--- config.mk ---
export PLATFORM = sky130hd
export DESIGN_NAME = uart_fifo_link
export DESIGN_NICKNAME = d
export VERILOG_FILES = /design/src/rtl/uart_fifo_link.sv
export SDC_FILE = /design/constraint.sdc
export NUM_CORES = 1
export LEC_CHECK = 0
export BUFFER_PORTS_ARGS = -buffer_cell sky130_fd_sc_hd__buf_2
export CAP_MARGIN = 20
export CORE_MARGIN = 8
export CORE_UTILIZATION = 55
export DETAILED_ROUTE_END_ITERATION = 16
export PLACE_DENSITY = 0.72
export SYNTH_ARGS = -nofsm -noshare
export SYNTH_HDL_FRONTEND = slang
export SYNTH_SLANG_ARGS = --single-unit
--- constraint.sdc ---
create_clock -name clk -period 4.5 [get_ports clk]
set_input_delay 0.225 -clock clk [delete_from_list [all_inputs] [get_ports clk]]
set_output_delay 0.225 -clock clk [all_outputs]
set_load 0.02 [all_outputs]
--- src/rtl/uart_fifo_link.sv ---
// UART link: TX FIFO feeding a serializer, deserializer feeding an RX FIFO.
// Sticky framing/overrun flags; all configuration is by parameter.
module uart_fifo_link #(
  parameter int DIVISOR   = 687,
  parameter int DATA_BITS = 8,
  parameter int STOP_BITS = 1,
  parameter int DEPTH     = 16,
  localparam int AW = $clog2(DEPTH),
  localparam int LW = AW + 1
) (
  input  logic                 clk,
  input  logic                 reset,
  input  logic [DATA_BITS-1:0] tx_data,
  input  logic                 tx_valid,
  output logic                 tx_ready,
  output logic [DATA_BITS-1:0] rx_data,
  output logic                 rx_valid,
  input  logic                 rx_ready,
  output logic [LW-1:0]        tx_level,
  output logic [LW-1:0]        rx_level,
  output logic                 tx_busy,
  output logic                 rx_frame_err,
  output logic                 rx_overrun,
  input  logic                 clear_err,
  output logic                 txd,
  input  logic                 rxd,
  output logic [1:0]           tx_state,
  output logic [1:0]           rx_state
);

  localparam logic [1:0] S_IDLE  = 2'd0;
  localparam logic [1:0] S_START = 2'd1;
  localparam logic [1:0] S_DATA  = 2'd2;
  localparam logic [1:0] S_STOP  = 2'd3;

  localparam logic [15:0]   DIV_M1    = 16'(DIVISOR - 1);
  localparam logic [15:0]   HALF_M1   = 16'(DIVISOR / 2 - 1);
  localparam logic [3:0]    LAST_BIT  = 4'(DATA_BITS - 1);
  localparam logic          LAST_STOP = 1'(STOP_BITS - 1);
  localparam logic [LW-1:0] FULL      = LW'(DEPTH);

  // Handshakes: a transfer happens on a clk edge where valid && ready; ready
  // depends only on registered state, and data is ignored when no transfer occurs.

  // ---------------- TX FIFO ----------------
  logic [DATA_BITS-1:0] tx_mem [DEPTH];
  logic [AW-1:0]        tx_wr_ptr, tx_rd_ptr;
  logic                 tx_push, tx_pop;
  logic [15:0]          tx_cnt;
  logic [3:0]           tx_bit;
  logic                 tx_stop_idx;
  logic [DATA_BITS-1:0] tx_shift;
  logic                 tx_bit_end, tx_frame_end;

  assign tx_ready     = (tx_level != FULL);
  assign tx_push      = tx_valid && tx_ready;
  assign tx_bit_end   = (tx_cnt == DIV_M1);
  assign tx_frame_end = (tx_state == S_STOP) && tx_bit_end && (tx_stop_idx == LAST_STOP);
  assign tx_pop       = (tx_level != '0) && ((tx_state == S_IDLE) || tx_frame_end);
  assign tx_busy      = (tx_state != S_IDLE);

  always_ff @(posedge clk) begin
    if (tx_push) tx_mem[tx_wr_ptr] <= tx_data;
  end

  always_ff @(posedge clk) begin
    if (reset) begin
      tx_wr_ptr <= '0;
      tx_rd_ptr <= '0;
      tx_level  <= '0;
    end else begin
      if (tx_push) tx_wr_ptr <= tx_wr_ptr + AW'(1);
      if (tx_pop)  tx_rd_ptr <= tx_rd_ptr + AW'(1);
      case ({tx_push, tx_pop})
        2'b10:   tx_level <= tx_level + LW'(1);
        2'b01:   tx_level <= tx_level - LW'(1);
        default: tx_level <= tx_level;
      endcase
    end
  end

  // ---------------- TX serializer ----------------
  always_ff @(posedge clk) begin
    if (reset) begin
      tx_state    <= S_IDLE;
      txd         <= 1'b1;
      tx_cnt      <= '0;
      tx_bit      <= '0;
      tx_stop_idx <= 1'b0;
      tx_shift    <= '0;
    end else begin
      case (tx_state)
        S_IDLE: begin
          if (tx_pop) begin
            tx_shift <= tx_mem[tx_rd_ptr];
            tx_state <= S_START;
            txd      <= 1'b0;
            tx_cnt   <= '0;
          end
        end
        S_START: begin
          if (tx_bit_end) begin
            tx_cnt   <= '0;
            tx_state <= S_DATA;
            tx_bit   <= '0;
            txd      <= tx_shift[0];
          end else tx_cnt <= tx_cnt + 16'd1;
        end
        S_DATA: begin
          if (tx_bit_end) begin
            tx_cnt <= '0;
            if (tx_bit == LAST_BIT) begin
              tx_state    <= S_STOP;
              tx_stop_idx <= 1'b0;
              txd         <= 1'b1;
            end else begin
              tx_bit   <= tx_bit + 4'd1;
              tx_shift <= tx_shift >> 1;
              txd      <= tx_shift[1];
            end
          end else tx_cnt <= tx_cnt + 16'd1;
        end
        default: begin
          if (tx_bit_end) begin
            tx_cnt <= '0;
            if (tx_stop_idx == LAST_STOP) begin
              // Chain straight into the next start bit when more data is queued.
              if (tx_pop) begin
                tx_shift <= tx_mem[tx_rd_ptr];
                tx_state <= S_START;
                txd      <= 1'b0;
              end else tx_state <= S_IDLE;
            end else tx_stop_idx <= 1'b1;
          end else tx_cnt <= tx_cnt + 16'd1;
        end
      endcase
    end
  end

  // ---------------- RX deserializer ----------------
  logic [1:0]           rx_sync;
  logic                 rx_s, rx_prev;
  logic [15:0]          rx_cnt;
  logic [3:0]           rx_bit;
  logic [DATA_BITS-1:0] rx_shift;
  logic                 rx_stop_hit, rx_push, rx_pop, rx_full;
  logic [DATA_BITS-1:0] rx_mem [DEPTH];
  logic [AW-1:0]        rx_wr_ptr, rx_rd_ptr;

  assign rx_s        = rx_sync[1];
  assign rx_stop_hit = (rx_state == S_STOP) && (rx_cnt == DIV_M1);
  assign rx_full     = (rx_level == FULL);
  assign rx_valid    = (rx_level != '0);
  assign rx_pop      = rx_valid && rx_ready;
  assign rx_push     = rx_stop_hit && rx_s && (!rx_full || rx_pop);
  assign rx_data     = rx_mem[rx_rd_ptr];

  always_ff @(posedge clk) begin
    if (reset) begin
      rx_sync <= 2'b11;
      rx_prev <= 1'b1;
    end else begin
      rx_sync <= {rx_sync[0], rxd};
      rx_prev <= rx_s;
    end
  end

  always_ff @(posedge clk) begin
    if (reset) begin
      rx_state <= S_IDLE;
      rx_cnt   <= '0;
      rx_bit   <= '0;
      rx_shift <= '0;
    end else begin
      case (rx_state)
        S_IDLE: begin
          if (rx_prev && !rx_s) begin
            rx_state <= S_START;
            rx_cnt   <= '0;
          end
        end
        S_START: begin
          if (rx_cnt == HALF_M1) begin
            rx_cnt   <= '0;
            rx_bit   <= '0;
            rx_state <= rx_s ? S_IDLE : S_DATA;
          end else rx_cnt <= rx_cnt + 16'd1;
        end
        S_DATA: begin
          if (rx_cnt == DIV_M1) begin
            rx_cnt   <= '0;
            rx_shift <= {rx_s, rx_shift[DATA_BITS-1:1]};
            if (rx_bit == LAST_BIT) rx_state <= S_STOP;
            else rx_bit <= rx_bit + 4'd1;
          end else rx_cnt <= rx_cnt + 16'd1;
        end
        default: begin
          if (rx_stop_hit) begin
            rx_cnt   <= '0;
            rx_state <= S_IDLE;
          end else rx_cnt <= rx_cnt + 16'd1;
        end
      endcase
    end
  end

  always_ff @(posedge clk) begin
    if (rx_push) rx_mem[rx_wr_ptr] <= rx_shift;
  end

  always_ff @(posedge clk) begin
    if (reset) begin
      rx_wr_ptr <= '0;
      rx_rd_ptr <= '0;
      rx_level  <= '0;
    end else begin
      if (rx_push) rx_wr_ptr <= rx_wr_ptr + AW'(1);
      if (rx_pop)  rx_rd_ptr <= rx_rd_ptr + AW'(1);
      case ({rx_push, rx_pop})
        2'b10:   rx_level <= rx_level + LW'(1);
        2'b01:   rx_level <= rx_level - LW'(1);
        default: rx_level <= rx_level;
      endcase
    end
  end

  // A flag being set in the same cycle as clear_err stays set.
  always_ff @(posedge clk) begin
    if (reset) begin
      rx_frame_err <= 1'b0;
      rx_overrun   <= 1'b0;
    end else begin
      if (rx_stop_hit && !rx_s) rx_frame_err <= 1'b1;
      else if (clear_err)       rx_frame_err <= 1'b0;
      if (rx_stop_hit && rx_s && rx_full && !rx_pop) rx_overrun <= 1'b1;
      else if (clear_err)                            rx_overrun <= 1'b0;
    end
  end

endmodule

==> impl_metrics.yaml, run 1 <==
synthesis:
  synth-edff-count: 256
  yosys.area.top_type: "edfxtp_1"
  synthDistinctLibCells: 69
  ys_seq_area_share_pct: 65.71
  ys_warn_count: 0
  syn_inst: 992
  synth.avg_cell_area_um2: 14.87
  netlist_area_um2: 14750
  ys_seq_elements: 356
  synth_nets: 1034
  synth_ff_type: "edfxtp_1"
  synth_top_area_share_pct: 52.13
  ys_top_cells_by_area: "edfxtp_1, dfxtp_1, mux4_2"
  synth-async-reset-ratio_pct: 0
timing:
  slew_headroom_pct: 30.62
  tightest_slew_ns: 1.033
  grt_setup_unrepaired: "no"
  tns_ns: 0
  finalCriticalPeriod_ns: 3.949
  fin_ws_ns: 0.5506
  hold_viol_final: 0
  setup_viol: 0
  finalCritPeriodShare_pct: 87.77
  timing.hold.ws_ns: 0.1115
  fmax_ghz: 0.2532
  skew_ns: 0.01461
  final-max-slew-violation-count: 0
die:
  start_util_pct: 55.33
  pin_count: 42
  die_w_um: 179.7
  die_y_um: 179.7
  dieArea_um2: 32310
  placementRows: 60
  core-area_um2: 26650
grt:
  overflow: 0
  antenna_found_initial: 0
  grtUsageTotal_pct: 17.20
  grt_pass1_vias: 8434
  grt_max_degree: 58
  grt_pass1_wl_mm: 45.22
final_layout:
  area_growth_pct: 11.99
  n_fill_cell: 1910
  register_area_um2: 9693
  antenna_cells: 0
  layout_common_cells: "edfxtp_1, nor2_1, dfxtp_1, mux4_2, nand2_1"
  drive_above_1_share_pct: 19.12
  layout_commonest_cell: "edfxtp_1"
  final_nets: 1081
  multi_input_area_um2: 4792
hold_path:
  hp-class: "primary input to flop"
  hold_depth: 1
clock_tree:
  clock_latency_ns: 0.51
  cts_sinks: 356
  htreeDepth: 2
  cts_buffers: 37
  clock-root-buffer: "clkbuf_16"
  clk_pin_slew_ns: 0.06
  post_cts_buffers: 0
  cts_tree: "yes"
  clk_path_buf_depth: 3
outcome:
  status: "finished clean"
placed_design:
  gp_congestion: 0.8509
  hpwl_mm: 18.05
  pre_cts_slack_ns: 0.6058
  port_buffers: 41
power_and_ir_drop:
  powerDensity_nw_per_um2: 521.3
  switchingPower_mw: 2.414
  peakVddDrop_mv: 0.3685
  pwr-share-seq_pct: 44.6
  power_frac_comb_pct: 20.4
  p_int_mw: 6.196
  power_frac_clock_pct: 35.0
  leakagePower_nw: 5.467
  switching_share_pct: 28.04
route:
  first_iter_violations: 587
  drc_errors: 0
  drt_pass1_iterations: 5
  ant_nets: 0
  num_vias: 8240
  routed_wl_mm: 27.85
  wl_per_cell_um: 19.78
  avgViaCountPerCell: 5.852
critical_path:
  worstPathRequired_ns: 4.89
  end_kind: "flop"
  path_class: "flop to flop"
  cp_max_fo: 13
  rr_worst_depth: 12
  arrival_ns: 4.34
  startpoint_type: "flop"
flow_run:
  drv_cap: 0
==> power groups by stage <==
stage	clock (mW)	sequential [mW]	combinational, mW
5_1_grt	3.20	3.88	1.91
3_5_place_dp	0	3.92	1.74
2_1_floorplan	0	3.81	1.37
6_report	3.01	3.84	1.75
4_1_cts	3.06	3.85	1.76
3_3_place_gp	0	3.91	1.72
==> worst paths after layout <==
path,startpoint,to,slack (ns)
worst max register to register,tx_cnt[1],tx_level[4],0.55
worst min-delay path,tx_data[7],tx_mem[8][7],0.11
worst min register to register,rx_sync[0],rx_sync[1],0.41
worst max-delay path,tx_cnt[1],tx_level[4],0.55
==> Yosys cell counts (14+ instances only) <==
library cell  number
edfxtp_1         256
nor2_1           102
dfxtp_1          100
mux4_2            66
nand2_1           44
clkbuf_1          38
a21oi_1           32
ha_1              27
mux2i_1           27
nor3_1            25
o21ai_0           22
inv_1             21
nand3_1           20
xor2_1            19
xnor2_1           15
mux2_2            14
nand2b_1          14
==> cell type report <==
class	count	share of cell area [%]
Sequential cell	356	58.69
Clock inverter	22	1.424
Timing Repair Buffer	56	1.955
Multi-Input combinational cell	567	29.02
Clock buffer	45	5.849
Tap cell	341	2.584
Inverter	21	0.4773
==> critical path, stage by stage (launching register included) <==
cell     delay, ns
dfxtp_1       0.41
ha_1          0.17
or3b_4        0.39
o41a_1        0.63
nor2_1        0.40
ha_1          0.40
xor2_1        0.12
ha_1          0.22
o21a_1        0.17
o22a_1        0.18
a21oi_1       0.16
mux2i_1       0.21
mux2_2        0.35
==> sequential cells by signal, indices dropped and copies added, names as in the netlist, 4 cells and up, named ones only <==
signal     cells
tx_cnt        16
tx_bit         4
rx_cnt        16
rx_level       5
tx_rd_ptr      4
tx_shift       8
rx_mem       128
tx_mem       128
rx_bit         4
rx_shift       8
rx_wr_ptr      4
tx_wr_ptr      4
tx_level       5
rx_rd_ptr      4
==> what timing repair did <==
item,4_1_cts,5_1_grt
hold buffers,2,0
endpoints found under the hold margin,2,0
resized for setup,0,0
==> per-stage QoR <==
| step | utilization, % | total power, mW | area [µm²] | instances |
|---|---|---|---|---|
| floorplan | - | 5.188 | 14750 | 992 |
| global placement | 57.39 | 5.630 | 15290 | 1339 |
| detailed placement | 57.39 | 5.661 | 15290 | 1339 |
| CTS | 61.97 | 8.673 | 16510 | 1408 |
| global route | 61.97 | 8.988 | 16510 | 1408 |
| finish | 61.97 | 8.609 | 16510 | 1408 |
==> cell families (layout without fill, tap and decap cells) <==
group                    count (synthesis)  in the layout  synth area share, %
AND/OR/NAND/NOR                        276            276                9.410
XOR/XNOR                                34             34                2.019
AO/OA/AOI/OAI                          122            122                5.608
buffers and inverters                   69            144                1.850
flip-flops                             356            356                65.71
adder cells (fa/ha/maj)                 28             28                2.427
multiplexers                           107            107                12.98
==> per-layer routing <==
| layer | global-route usage, % | vias up | routed length, µm |
|---|---|---|---|
| met2 | 29.72 | 148 | 13980 |
| met4 | 4.768 | 0 | 537 |
| met1 | 22.30 | 4119 | 12400 |
| li1 | - | 3928 | - |
| met3 | 2.742 | 45 | 931 |
| met5 | 0 | - | 0 |
(Power assumes the default switching activity.)
==> inputs of run 2 (changes only) <==
--- a/config.mk
+++ b/config.mk
@@ -8,8 +8,10 @@
 export BUFFER_PORTS_ARGS = -buffer_cell sky130_fd_sc_hd__buf_2
 export CAP_MARGIN = 20
+export CELL_PAD_IN_SITES_DETAIL_PLACEMENT = 1
+export CELL_PAD_IN_SITES_GLOBAL_PLACEMENT = 2
 export CORE_MARGIN = 8
-export CORE_UTILIZATION = 55
+export CORE_UTILIZATION = 46
 export DETAILED_ROUTE_END_ITERATION = 16
-export PLACE_DENSITY = 0.72
+export PLACE_DENSITY_LB_ADDON = 0.1
 export SYNTH_ARGS = -nofsm -noshare
 export SYNTH_HDL_FRONTEND = slang
==> constraint.sdc (replaced) <==
create_clock -name clk -period 4.5 [get_ports clk]
set_input_delay 0.9 -clock clk [delete_from_list [all_inputs] [get_ports clk]]
set_output_delay 0.9 -clock clk [all_outputs]
set_load 0.02 [all_outputs]
==> run 2 against run 1 <==
Compared with the run above: flip-flop and latch count did not move; via count rose by 1.2%; combinational power rose by 5%; critical endpoint is now rx_level[4]; worst hold slack improved by 0.31 ns; die area rose by 18%; highest routed layer unchanged; sequential share of layout area fell by 0.47 points; clock skew fell by 0.0014 ns; final area rose by 0.80%; register-to-register slack improved by 0.12 ns; cell count rose by 4.9%.
==> impl_metrics.yaml, run 2 (synthesis results as in run 1) <==
clock_tree:
  cts_buffers: 39
  clk_path_buf_depth: 3
  cts_resized: 0
  clock-root-buffer: "clkbuf_16"
  htreeDepth: 2
  clock_latency_ns: 0.52
  cts_hold_buf: 0
  cts_tree: "yes"
  clk_pin_slew_ns: 0.06
  post_cts_buffers: 0
  cts_sinks: 356
final_layout:
  layout_common_cells: "edfxtp_1, nor2_1, dfxtp_1, mux4_2, nand2_1"
  area_growth_pct: 12.89
  reg_top3: "rx_mem (128), tx_mem (128)"
  register_area_um2: 9693
  drive_above_1_share_pct: 19.07
  stdcell_count: 1477
  antenna_cells: 0
  fin_util_pct: 52.76
  design_area_um2: 16650
  n_fill_cell: 3028
  multi_input_area_um2: 4792
  final_nets: 1087
  layout_commonest_cell: "edfxtp_1"
route:
  routed_wl_mm: 31.27
  drc_errors: 0
  ant_nets: 0
  drt_pass1_iterations: 4
  wl_per_cell_um: 21.17
  num_vias: 8340
  first_iter_violations: 408
  avgViaCountPerCell: 5.647
flow_run:
  drv_cap: 0
outcome:
  status: "finished clean"
hold_path:
  hp-class: "flop to flop"
timing:
  timing.hold.ws_ns: 0.4185
  hold_viol_final: 0
  setup_viol: 0
  grt_setup_unrepaired: "no"
  tightest_slew_ns: 1.038
  fin_ws_ns: 0.6662
  tns_ns: 0
  final-max-slew-violation-count: 0
  fmax_ghz: 0.2608
  skew_ns: 0.01325
  slew_headroom_pct: 30.78
  finalCritPeriodShare_pct: 85.19
  finalCriticalPeriod_ns: 3.834
power_and_ir_drop:
  power_mw: 8.710
  powerDensity_nw_per_um2: 523.2
  leakagePower_nw: 5.501
  peakVddDrop_mv: 0.3195
placed_design:
  placedCellCount: 1406
  post_dp_cell_area_um2: 15420
  hpwl_mm: 20.43
  pre_cts_slack_ns: 0.6826
  gp_congestion: 0.7362
  port_buffers: 41
grt:
  grt_pass1_wl_mm: 50.08
  antenna_found_initial: 0
  grtUsageTotal_pct: 16.39
  grt_max_degree: 40
  grt_pass1_vias: 8951
  overflow: 0
critical_path:
  worstPathRequired_ns: 4.91
  path_class: "flop to flop"
  cp_max_fo: 9
  startpoint_type: "flop"
  arrival_ns: 4.24
  end_kind: "flop"
die:
  die_w_um: 195.0
  pin_count: 42
  start_util_pct: 46.73
  die_y_um: 195.0
  dieArea_um2: 38040
  placementRows: 65
  core-area_um2: 31560
run 2: area by class of cell:
| class | count | share of cell area (%) |
|---|---|---|
| Clock buffer | 60 | 6.674 |
| Clock inverter | 11 | 0.7065 |
| Inverter | 21 | 0.4735 |
| Multi-Input combinational cell | 567 | 28.79 |
| Sequential cell | 356 | 58.23 |
| Tap cell | 402 | 3.021 |
| Timing Repair Buffer | 60 | 2.112 |
run 2: routing by layer:
layer | global-route usage [%] | vias up | wire, µm
li1 | - | 3930 | -
met1 | 20.50 | 4255 | 13620
met2 | 29.13 | 111 | 16020
met3 | 2.579 | 44 | 962
met4 | 4.632 | 0 | 664
met5 | 0 | - | 0
run 2: final timing paths:
check | start | endpoint | slack (ns) | cells after the start
setup / recovery | rx_cnt[0] | rx_level[4] | 0.67 | 11
hold / removal | rx_sync[0] | rx_sync[1] | 0.42 | 1
setup reg to reg | rx_cnt[0] | rx_level[4] | 0.67 | 11
hold reg to reg | rx_sync[0] | rx_sync[1] | 0.42 | 1
run 2: critical path, stage by stage (launching register included):
cell,delay (ns)
dfxtp_1,0.35
inv_1,0.07
ha_1,0.14
nor4b_1,0.45
nand4_1,0.39
o21ai_0,0.63
inv_1,0.32
fa_1,0.47
a21o_1,0.18
a21oi_1,0.17
mux2i_1,0.21
mux2_2,0.35
run 2: report_power, final:
part	leakage, nW	internal (mW)	switching [mW]
clock	0.593	1.82	1.25
sequential	3.15	3.62	0.175
combinational	1.75	0.814	1.03
total	5.50	6.26	2.45
==> inputs of run 3 (changes only) <==
CORE_MARGIN = 3   (was 8)
CORE_UTILIZATION = 49   (was 46)
clock period = 4.8 ns   (was 4.5 ns; I/O delays follow)
==> run 3 against run 2 <==
Compared with the run above: non-clock buffer count grew 1; clock skew grew 0.0012 ns; register-to-register slack gained 0.15 ns; clock power shrank 7.5%; worst setup slack gained 0.15 ns; maximum frequency shrank 3.7%; cell count shrank 1.3%; via count grew 0.72%; combinational power shrank 8%; global-route usage grew 3.3 points; utilization grew 4.2 points; count of clock-buffer cells in the layout shrank 10; critical endpoint is now tx_level[4]; largest power group unchanged.
==> impl_metrics.yaml, run 3 (synthesis results as in run 1) <==
die:
  pin_count: 42
  placementRows: 62
  start_util_pct: 50.56
  die_y_um: 179.5
  die_w_um: 179.5
  core-area_um2: 29170
  dieArea_um2: 32210
placed_design:
  gp_congestion: 0.7771
  hpwl_mm: 20.81
  port_buffers: 41
  placedCellCount: 1389
  post_dp_cell_area_um2: 15400
  pre_cts_slack_ns: 0.7920
grt:
  grtUsageTotal_pct: 19.74
  grt_pass1_wl_mm: 50.92
  antenna_found_initial: 0
  overflow: 0
  grt_pass1_vias: 8927
  grt_max_degree: 40
route:
  ant_nets: 0
  routed_wl_mm: 31.87
  drt_pass1_iterations: 5
  num_vias: 8400
  wl_per_cell_um: 21.86
  drc_errors: 0
  first_iter_violations: 523
  avgViaCountPerCell: 5.761
final_layout:
  final_nets: 1087
  layout_common_cells: "edfxtp_1, nor2_1, dfxtp_1, mux4_2, nand2_1"
  reg_top3: "rx_mem (128), tx_mem (128)"
  antenna_cells: 0
  area_growth_pct: 12.57
  design_area_um2: 16600
  layout_commonest_cell: "edfxtp_1"
  stdcell_count: 1458
  drive_above_1_share_pct: 19.55
critical_path:
  end_kind: "flop"
  cp_num_buf_inv: 0
  slowest_delay_ns: 0.65
  critPathSlowestCell: "o41a_1"
  cp_max_fo: 13
  crit_chain: "ha_1, or3b_4, o41a_1, nor2_1, ha_1, xor2_1, ha_1, o21a_1, o22a_1, a21oi_1, mux2i_1, mux2_2"
  arrival_ns: 4.38
  cp_common_cell: "ha_1"
  worstPathRequired_ns: 5.20
  rrSetupSlack_ns: 0.82
  path_class: "flop to flop"
  startpoint_type: "flop"
  critPathTopFamily: "compound AO/OA/AOI/OAI gates"
clock_tree:
  cts_resized: 0
  post_cts_buffers: 0
  cts_tree: "yes"
  clk_pin_slew_ns: 0.06
  htreeDepth: 2
  cts_hold_buf: 0
  clock-root-buffer: "clkbuf_16"
  cts_sinks: 356
  clock_latency_ns: 0.52
  clk_path_buf_depth: 3
  cts_buffers: 38
timing:
  tightest_slew_ns: 1.040
  slew_headroom_pct: 30.70
  final-max-slew-violation-count: 0
  tns_ns: 0
  finalCriticalPeriod_ns: 3.980
  fmax_ghz: 0.2512
  fin_ws_ns: 0.8198
  hold_viol_final: 0
  skew_ns: 0.01446
  finalCritPeriodShare_pct: 82.92
  setup_viol: 0
  grt_setup_unrepaired: "no"
power_and_ir_drop:
  peakVddDrop_mv: 0.3505
  leakagePower_nw: 5.499
  powerDensity_nw_per_um2: 489.1
outcome:
  status: "finished clean"
flow_run:
  drv_cap: 0
hold_path:
  hp-class: "flop to flop"
[run 3: worst paths after layout]
kind,startpoint,to,cells past startpoint
max,tx_cnt[1],tx_level[4],12
min,rx_sync[0],rx_sync[1],1
max reg2reg,tx_cnt[1],tx_level[4],12
min reg2reg,rx_sync[0],rx_sync[1],1
[run 3: area by class of cell]
type,count,area [µm²]
multi-input cells,567,4792
well taps,384,480.5
clock inverters,19,185.2
fillers,2824,12570
repair buffers,61,355.3
flip-flops and latches,356,9693
inverters,21,78.83
clock buffers,50,1016
[run 3: metrics by stage]
stage               hold slack (ns)  util [%]  total power [mW]
floorplan                    0.3895         -             4.864
global placement             0.4181     52.77             5.341
detailed placement           0.4192     52.80             5.377
CTS                          0.4365     56.91             8.220
global route                 0.4420     56.91             8.525
finish                       0.4255     56.91             8.119
[run 3: routing by layer]
metal | wire length (µm) | GRT usage, % | vias to the layer above
li1 | - | - | 3928
met1 | 14050 | 26.17 | 4294
met2 | 16250 | 34.63 | 137
met3 | 1052 | 3.274 | 41
met4 | 519 | 4.177 | 0
met5 | 0 | 0 | -
[run 3: power by group]
part / switching (mW) / total, mW / internal [mW]
clock: 1.18 / 2.84 / 1.66
sequential: 0.191 / 3.59 / 3.40
combinational: 0.933 / 1.69 / 0.761
[run 3: worst reg2reg max path, cell delays in order (launching register included)]
cell	delay [ns]
dfxtp_1	0.41
ha_1	0.18
or3b_4	0.39
o41a_1	0.65
nor2_1	0.39
ha_1	0.41
xor2_1	0.11
ha_1	0.22
o21a_1	0.17
o22a_1	0.18
a21oi_1	0.19
mux2i_1	0.23
mux2_2	0.34
